<file path="src/rtl/axi4_lite_pkg.sv">
// Response codes and small helpers shared by the AXI4-Lite slave and master.
package axi4_lite_pkg;

   localparam logic [1:0] RESP_OKAY   = 2'b00;
   localparam logic [1:0] RESP_EXOKAY = 2'b01;
   localparam logic [1:0] RESP_SLVERR = 2'b10;
   localparam logic [1:0] RESP_DECERR = 2'b11;

   function automatic logic [1:0] resp_for(input logic in_range);
      return in_range ? RESP_OKAY : RESP_SLVERR;
   endfunction

endpackage

</file>
<file path="src/rtl/axi4_lite_regfile.sv">
// NUM_REGS x DATA_WIDTH register storage: one byte-enabled write port, one combinational read port.
// Writes land on the rising edge; the read port always reflects the pre-edge contents.
module axi4_lite_regfile #(
   parameter int NUM_REGS   = 4,
   parameter int DATA_WIDTH = 32
) (
   input  logic                        clk_i,
   input  logic                        rst_ni,
   input  logic                        we_i,
   input  logic [$clog2(NUM_REGS)-1:0] widx_i,
   input  logic [DATA_WIDTH-1:0]       wdata_i,
   input  logic [DATA_WIDTH/8-1:0]     wstrb_i,
   input  logic [$clog2(NUM_REGS)-1:0] ridx_i,
   output logic [DATA_WIDTH-1:0]       rdata_o
);

   logic [DATA_WIDTH-1:0] regs_q [NUM_REGS];

   always_ff @(posedge clk_i or negedge rst_ni) begin
      if (!rst_ni) begin
         for (int i = 0; i < NUM_REGS; i++) begin
            regs_q[i] <= '0;
         end
      end else if (we_i) begin
         for (int b = 0; b < DATA_WIDTH/8; b++) begin
            if (wstrb_i[b]) begin
               regs_q[widx_i][b*8 +: 8] <= wdata_i[b*8 +: 8];
            end
         end
      end
   end

   assign rdata_o = regs_q[ridx_i];

endmodule

</file>
<file path="src/rtl/axi4_lite_slave.sv">
// AXI4-Lite register slave: AW/W held independently, commit one edge after both are held; read data registered on AR.
// Backpressure: AW/W readies drop while held or while B is pending; ARREADY drops while R is pending.
module axi4_lite_slave
   import axi4_lite_pkg::*;
#(
   parameter int ADDRESS_WIDTH = 32,
   parameter int DATA_WIDTH    = 32,
   parameter int NUM_REGS      = 4
) (
   input  logic                     ACLK,
   input  logic                     ARESETN,
   input  logic [ADDRESS_WIDTH-1:0] S_AXI_AWADDR,
   input  logic                     S_AXI_AWVALID,
   output logic                     S_AXI_AWREADY,
   input  logic [DATA_WIDTH-1:0]    S_AXI_WDATA,
   input  logic [DATA_WIDTH/8-1:0]  S_AXI_WSTRB,
   input  logic                     S_AXI_WVALID,
   output logic                     S_AXI_WREADY,
   output logic [1:0]               S_AXI_BRESP,
   output logic                     S_AXI_BVALID,
   input  logic                     S_AXI_BREADY,
   input  logic [ADDRESS_WIDTH-1:0] S_AXI_ARADDR,
   input  logic                     S_AXI_ARVALID,
   output logic                     S_AXI_ARREADY,
   output logic [DATA_WIDTH-1:0]    S_AXI_RDATA,
   output logic [1:0]               S_AXI_RRESP,
   output logic                     S_AXI_RVALID,
   input  logic                     S_AXI_RREADY
);

   localparam int IDX_W = $clog2(NUM_REGS);
   localparam logic [ADDRESS_WIDTH-1:0] ADDR_LIMIT = ADDRESS_WIDTH'(NUM_REGS * 4);

   logic                     aw_held_q, aw_held_d;
   logic [ADDRESS_WIDTH-1:0] aw_addr_q, aw_addr_d;
   logic                     w_held_q,  w_held_d;
   logic [DATA_WIDTH-1:0]    w_data_q,  w_data_d;
   logic [DATA_WIDTH/8-1:0]  w_strb_q,  w_strb_d;
   logic                     bvalid_q,  bvalid_d;
   logic [1:0]               bresp_q,   bresp_d;
   logic                     rvalid_q,  rvalid_d;
   logic [DATA_WIDTH-1:0]    rdata_q,   rdata_d;
   logic [1:0]               rresp_q,   rresp_d;

   logic                     aw_hs, w_hs, ar_hs, commit, aw_in_range, ar_in_range;
   logic [DATA_WIDTH-1:0]    rf_rdata;

   assign S_AXI_AWREADY = !aw_held_q && !bvalid_q;
   assign S_AXI_WREADY  = !w_held_q && !bvalid_q;
   assign S_AXI_ARREADY = !rvalid_q;
   assign S_AXI_BVALID  = bvalid_q;
   assign S_AXI_BRESP   = bresp_q;
   assign S_AXI_RVALID  = rvalid_q;
   assign S_AXI_RDATA   = rdata_q;
   assign S_AXI_RRESP   = rresp_q;

   assign aw_hs       = S_AXI_AWVALID && S_AXI_AWREADY;
   assign w_hs        = S_AXI_WVALID && S_AXI_WREADY;
   assign ar_hs       = S_AXI_ARVALID && S_AXI_ARREADY;
   assign commit      = aw_held_q && w_held_q;
   assign aw_in_range = aw_addr_q < ADDR_LIMIT;
   assign ar_in_range = S_AXI_ARADDR < ADDR_LIMIT;

   // Out-of-range writes alias onto a valid index, so the write enable must gate on range.
   axi4_lite_regfile #(
      .NUM_REGS   (NUM_REGS),
      .DATA_WIDTH (DATA_WIDTH)
   ) u_regfile (
      .clk_i   (ACLK),
      .rst_ni  (ARESETN),
      .we_i    (commit && aw_in_range),
      .widx_i  (aw_addr_q[2 +: IDX_W]),
      .wdata_i (w_data_q),
      .wstrb_i (w_strb_q),
      .ridx_i  (S_AXI_ARADDR[2 +: IDX_W]),
      .rdata_o (rf_rdata)
   );

   always_comb begin
      aw_held_d = aw_held_q;
      aw_addr_d = aw_addr_q;
      w_held_d  = w_held_q;
      w_data_d  = w_data_q;
      w_strb_d  = w_strb_q;
      bvalid_d  = bvalid_q;
      bresp_d   = bresp_q;
      rvalid_d  = rvalid_q;
      rdata_d   = rdata_q;
      rresp_d   = rresp_q;

      if (aw_hs) begin
         aw_held_d = 1'b1;
         aw_addr_d = S_AXI_AWADDR;
      end
      if (w_hs) begin
         w_held_d = 1'b1;
         w_data_d = S_AXI_WDATA;
         w_strb_d = S_AXI_WSTRB;
      end

      if (commit) begin
         aw_held_d = 1'b0;
         w_held_d  = 1'b0;
         bvalid_d  = 1'b1;
         bresp_d   = resp_for(aw_in_range);
      end else if (bvalid_q && S_AXI_BREADY) begin
         bvalid_d = 1'b0;
      end

      // rf_rdata is the pre-edge value, so a same-edge commit is not visible to this read.
      if (ar_hs) begin
         rvalid_d = 1'b1;
         rdata_d  = ar_in_range ? rf_rdata : '0;
         rresp_d  = resp_for(ar_in_range);
      end else if (rvalid_q && S_AXI_RREADY) begin
         rvalid_d = 1'b0;
      end
   end

   always_ff @(posedge ACLK or negedge ARESETN) begin
      if (!ARESETN) begin
         aw_held_q <= 1'b0;
         aw_addr_q <= '0;
         w_held_q  <= 1'b0;
         w_data_q  <= '0;
         w_strb_q  <= '0;
         bvalid_q  <= 1'b0;
         bresp_q   <= RESP_OKAY;
         rvalid_q  <= 1'b0;
         rdata_q   <= '0;
         rresp_q   <= RESP_OKAY;
      end else begin
         aw_held_q <= aw_held_d;
         aw_addr_q <= aw_addr_d;
         w_held_q  <= w_held_d;
         w_data_q  <= w_data_d;
         w_strb_q  <= w_strb_d;
         bvalid_q  <= bvalid_d;
         bresp_q   <= bresp_d;
         rvalid_q  <= rvalid_d;
         rdata_q   <= rdata_d;
         rresp_q   <= rresp_d;
      end
   end

endmodule

</file>
<file path="config.mk">
export PLATFORM = sky130hd
export DESIGN_NAME = axi4_lite_slave
export DESIGN_NICKNAME = d
export VERILOG_FILES = /design/src/rtl/axi4_lite_pkg.sv /design/src/rtl/axi4_lite_regfile.sv /design/src/rtl/axi4_lite_slave.sv
export SDC_FILE = /design/constraint.sdc
export NUM_CORES = 1
export LEC_CHECK = 0
export BUFFER_PORTS_ARGS = -buffer_cell sky130_fd_sc_hd__buf_4
export CAP_MARGIN = 20
export CORE_ASPECT_RATIO = 0.9
export CORE_MARGIN = 4
export CORE_UTILIZATION = 55
export DETAILED_ROUTE_END_ITERATION = 16
export PLACE_DENSITY = 0.81
export SLEW_MARGIN = 40
export SYNTH_ARGS = -nofsm -noshare
export SYNTH_HDL_FRONTEND = slang
export SYNTH_SLANG_ARGS = --single-unit
export TNS_END_PERCENT = 1
</file>
<file path="constraint.sdc">
create_clock -name ACLK -period 3 [get_ports ACLK]
set_input_delay 0.3 -clock ACLK [delete_from_list [all_inputs] [get_ports ACLK]]
set_output_delay 0.3 -clock ACLK [all_outputs]
set_load 0.005 [all_outputs]
</file>
Yosys cells after proc, flatten, opt, wreduce, memory -nomap -nowiden
Cells that the tools add are included. Widths: inputs -> output; s select.

Logic and storage cells: 72. Output and inout bits: 41. Flip-flop bits (word level): 236.

Multiplexer cells: 33. Bitwise logic cells: 2. Order comparisons: 5. Reductions and logical operators: 18.

Operators with widths (count): $mux 128 (7); $bwmux 128 (4); $demux 32 s2 (4); $mux 32 (4); $bmux 32 s2 (1); $lt 32x5->1 const B (2); $mux 24 (1); $mux 16 (1); $logic_and 1x1->1 (10); $mux 1 (8); $mux 8 (1); $reduce_bool 2->1 (4); $ge 3x3->1 const B (2); $not 2->3 (2); $logic_not 1->1 (4); $mux 2 (2); $lt 3x1->1 const B (1).

Logic depth before layout (Yosys ltp)
Depth in word-level cells: 16. Gate-level depth with buffers: 6.

By module
A second synthesis with hierarchy kept.

Cell total of the unflattened synthesis: 650. Area, all modules: 10142.2 µm².

By module, submodules not included: axi4_lite_regfile (area an instance 5689.2 µm², cells each 319, times used 1); axi4_lite_slave (area an instance 4453.0 µm², cells each 331, times used 1).

Worst setup path before layout
Ideal clock, no wire load.

Kind: register to register. From: register aw_addr_q[4]. To: register u_regfile.regs_q[0] in the netlist's numbering. Path buffers: 1. Stages on the path, launching flop included: 6. Setup slack: 0.815 ns. Period minus slack after synthesis: 2.185 ns. Arrival time: 2.060 ns. Data required time: 2.875 ns. Cells stage by stage: dfrtp_1 nor4_1 nand4_2 buf_6 nor4_4 mux2_2.

Longest elaborated chain between the ends: 2.

RTL lines: from (decl) (RTL line axi4_lite_slave.sv:35) `logic [ADDRESS_WIDTH-1:0] aw_addr_q, aw_addr_d;`; from (signal assigned) (RTL line axi4_lite_slave.sv:134) `aw_addr_q <= aw_addr_d;`; $lt 32x5->1 (RTL line axi4_lite_slave.sv:61) `assign aw_in_range = aw_addr_q < ADDR_LIMIT;`; $logic_and 1x1->1 (RTL line axi4_lite_slave.sv:71) `.we_i (commit && aw_in_range),`; to (signal, indexed assignment) (RTL line axi4_lite_regfile.sv:27) `regs_q[widx_i][b*8 +: 8] <= wdata_i[b*8 +: 8];`; to (decl) (RTL line axi4_lite_regfile.sv:17) `logic [DATA_WIDTH-1:0] regs_q [NUM_REGS];`.

Every way passes these cells. A chain may end at the register's enable or synchronous reset.

Worst setup path in the final report
From: register aw_addr_q[7]. To: register u_regfile.regs_q[88] in the netlist's numbering.

Same word-level chain as after synthesis.

==> metrics.cfg <==
[run_status]
status=finished clean

[sta]
finalSetupTns_ns=0
period_share_pct=83.5
rsz0062_at_grt=no
max_freq_mhz=399
maxSlewViolCount=0
finalSetupViolCount=0
fin_crit_ns=2.50
tightestPinTransition_ns=0.754
slew_headroom_pct=49.4
finalHoldViolCount=0
fin_worst_skew_ns=0.0169

[min_path]
hp-start=S_AXI_WDATA[13]
hp-class=in2reg
whs_path_depth=2
min_to=w_data_q[13]

[cts]
clk_latency_ns=0.51
cts.sinks=232
root_buffer=clkbuf_16
post-cts-setup-buffers=0
cts_buffers=24
htreeDepth=1
cts_tree=done
cts_resized=0
cts_buffer_depth=3
ctsHoldBuffers=3
path_clk_slew_ns=0.06

[drt]
detail_route.wl_per_cell_um=19.9
routed_wl_mm=21.0
drc=0
first_iter_violations=248
ant_nets=0
viasPerCell=5.56
vias=5876
dr.pass1.iters=4

[finish]
postLayoutCellArea_mm2=0.0120
layout_commonest_cell=dfrtp_1
layout_common_cells=232 x dfrtp_1, 190 x mux2_2, 155 x buf_4, 40 x nand2_1, 39 x inv_1
drive_gt1_share_pct=52.9
fin_nets=914
syn2layout_area_growth_pct=22.3
multiInputGateArea_mm2=0.00370
fill_cells=1111
final_cells=1056
regArea_mm2=0.00581
antennaDiodeCount=0

[power_and_ir_drop]
sequentialPowerShare_pct=49.9
clkPwrFrac_pct=34.4
power_density_mw_per_mm2=685
p_switching_w=0.00219
ir_drop_v=0.000468
pwr-share-comb_pct=15.7
p_leak_nw=5.64
internal_power_w=0.00601
p_sw_share_pct=26.7

[grt]
antenna_found_initial=0
grt_pass1_wl_mm=34.1
grt_usage_pct=21.4
grt_pass1_vias=6602
overflow=0
grt_max_degree=97

[synth]
synthCells=646
synth_cell_type_count=27
ys.warnings.count=0
syn_area_mm2=0.00977
synth-seq-cells=232
syn_avg_cell_area_um2=15.1
yosysSeqAreaShare_pct=59.4

[critical_path]
r2r_end=u_regfile.regs_q[88]
rrSetupSlack_ns=0.50
critPathRequiredTime_ns=3.38
end_kind=register
cp_max_fo=17
ff2ff_path_depth=5
start_kind=register
cp.arrival_ns=2.89
r2r-start=aw_addr_q[7]
criticalPathCategory=reg2reg

[floorplan]
die_h_um=134
start_util_pct=56.9
core.rowCount=45
die_w_um=148
core-area_mm2=0.0172
die_area_mm2=0.0200
boundaryPins=148

[place]
port_buffers=141
place_inst=1013
place_area_mm2=0.0112
place_hpwl_mm=13.9
routabilityCongestion=0.760

[flow_run]
cap_violations=0

synthesized netlist by cell type, drive strengths merged:
cell | number | area share, %
o21bai | 1 | 0.077
dfrtp | 232 | 59
nor2b | 1 | 0.064
conb | 1 | 0.038
clkbuf | 15 | 0.58
o22a | 1 | 0.090
o21ai | 37 | 1.9
inv | 39 | 1.5
or2 | 1 | 0.064
nand2 | 40 | 1.5
o21a | 1 | 0.077
mux2 | 190 | 22
a21o | 2 | 0.15
and2 | 3 | 0.19
mux4 | 32 | 7.4
buf | 12 | 0.69
or3 | 1 | 0.064
nor4 | 30 | 3.8
nor2 | 2 | 0.077
nand2b | 2 | 0.13
nand4 | 3 | 0.32
worst max-delay path: stages, from the launching register on:
cell     delay (ns)
dfrtp_1        0.39
nor4_1         0.45
nand4_2        0.12
buf_4          0.28
nor4_4         0.72
mux2_2         0.42
cell families (layout without fill, tap and decap cells):
group | count (synthesis) | after routing | synth area share (%)
other | 1 | 2 | 0.0384
AOI/OAI and AO/OA | 42 | 42 | 2.29
and+or+nand+nor | 83 | 83 | 6.20
DFF | 232 | 232 | 59.4
muxes | 222 | 222 | 29.3
buffers and inverters | 66 | 240 | 2.77
layout make-up:
cell class,instances,share of cell area (%)
well taps,235,2.46
multi-input cells,349,30.9
clock inverters,2,0.115
flip-flops and latches,232,48.6
inverters,39,1.22
repair buffers,161,10.4
clock buffers,38,6.23
sequential cells by signal, indices dropped and copies added, names as in the netlist:
name	cells
u_regfile.regs_q	128
S_AXI_RDATA	32
w_data_q	32
aw_addr_q	30
w_strb_q	4
S_AXI_BRESP	1
S_AXI_BVALID	1
S_AXI_RRESP	1
S_AXI_RVALID	1
aw_held_q	1
w_held_q	1
per-stage QoR:
stage / util (%) / worst slack, ns / hold WS, ns / total power [W]
finish: 69.6 / 0.496 / 0.0166 / 0.00819
global route: 69.6 / 0.428 / 0.0116 / 0.00855
CTS: 69.6 / 0.517 / 0.00789 / 0.00826
detailed placement: 65.0 / 0.531 / 0.366 / 0.00542
global placement: 65.0 / 0.587 / 0.359 / 0.00528
floorplan: - / 0.815 / 0.00441 / 0.00487
worst max-delay path by stage:
| stage | slack, ns | endpoint | startpoint | depth (start not counted) |
|---|---|---|---|---|
| finish | 0.50 | u_regfile.regs_q[88] | aw_addr_q[7] | 5 |
| global placement | 0.59 | u_regfile.regs_q[3] | aw_addr_q[27] | 5 |
| floorplan | 0.81 | u_regfile.regs_q[0] | aw_addr_q[4] | 5 |
| global route | 0.43 | u_regfile.regs_q[92] | aw_addr_q[27] | 5 |
| CTS | 0.52 | u_regfile.regs_q[6] | aw_addr_q[27] | 5 |
| detailed placement | 0.53 | u_regfile.regs_q[7] | aw_addr_q[27] | 5 |
power groups by stage:
| stage | clock network (W) | registers (W) | logic [W] |
|---|---|---|---|
| 6_report | 0.00282 | 0.00409 | 0.00129 |
| 2_1_floorplan | 0 | 0.00396 | 0.000916 |
| 3_5_place_dp | 0 | 0.00413 | 0.00129 |
| 3_3_place_gp | 0 | 0.00406 | 0.00123 |
| 5_1_grt | 0.00300 | 0.00415 | 0.00140 |
| 4_1_cts | 0.00287 | 0.00408 | 0.00130 |
per-layer routing:
layer  part of all wire (%)  vias up  wire [um]  GRT usage [%]
li1                       -     2632          -              -
met2                     52      155      10900           37.9
met3                    4.9       37       1030           3.18
met1                     41     3052       8620           27.9
met4                    2.3        0        483           5.80
met5                      0        -          0              0
(Power assumes the default switching activity.)
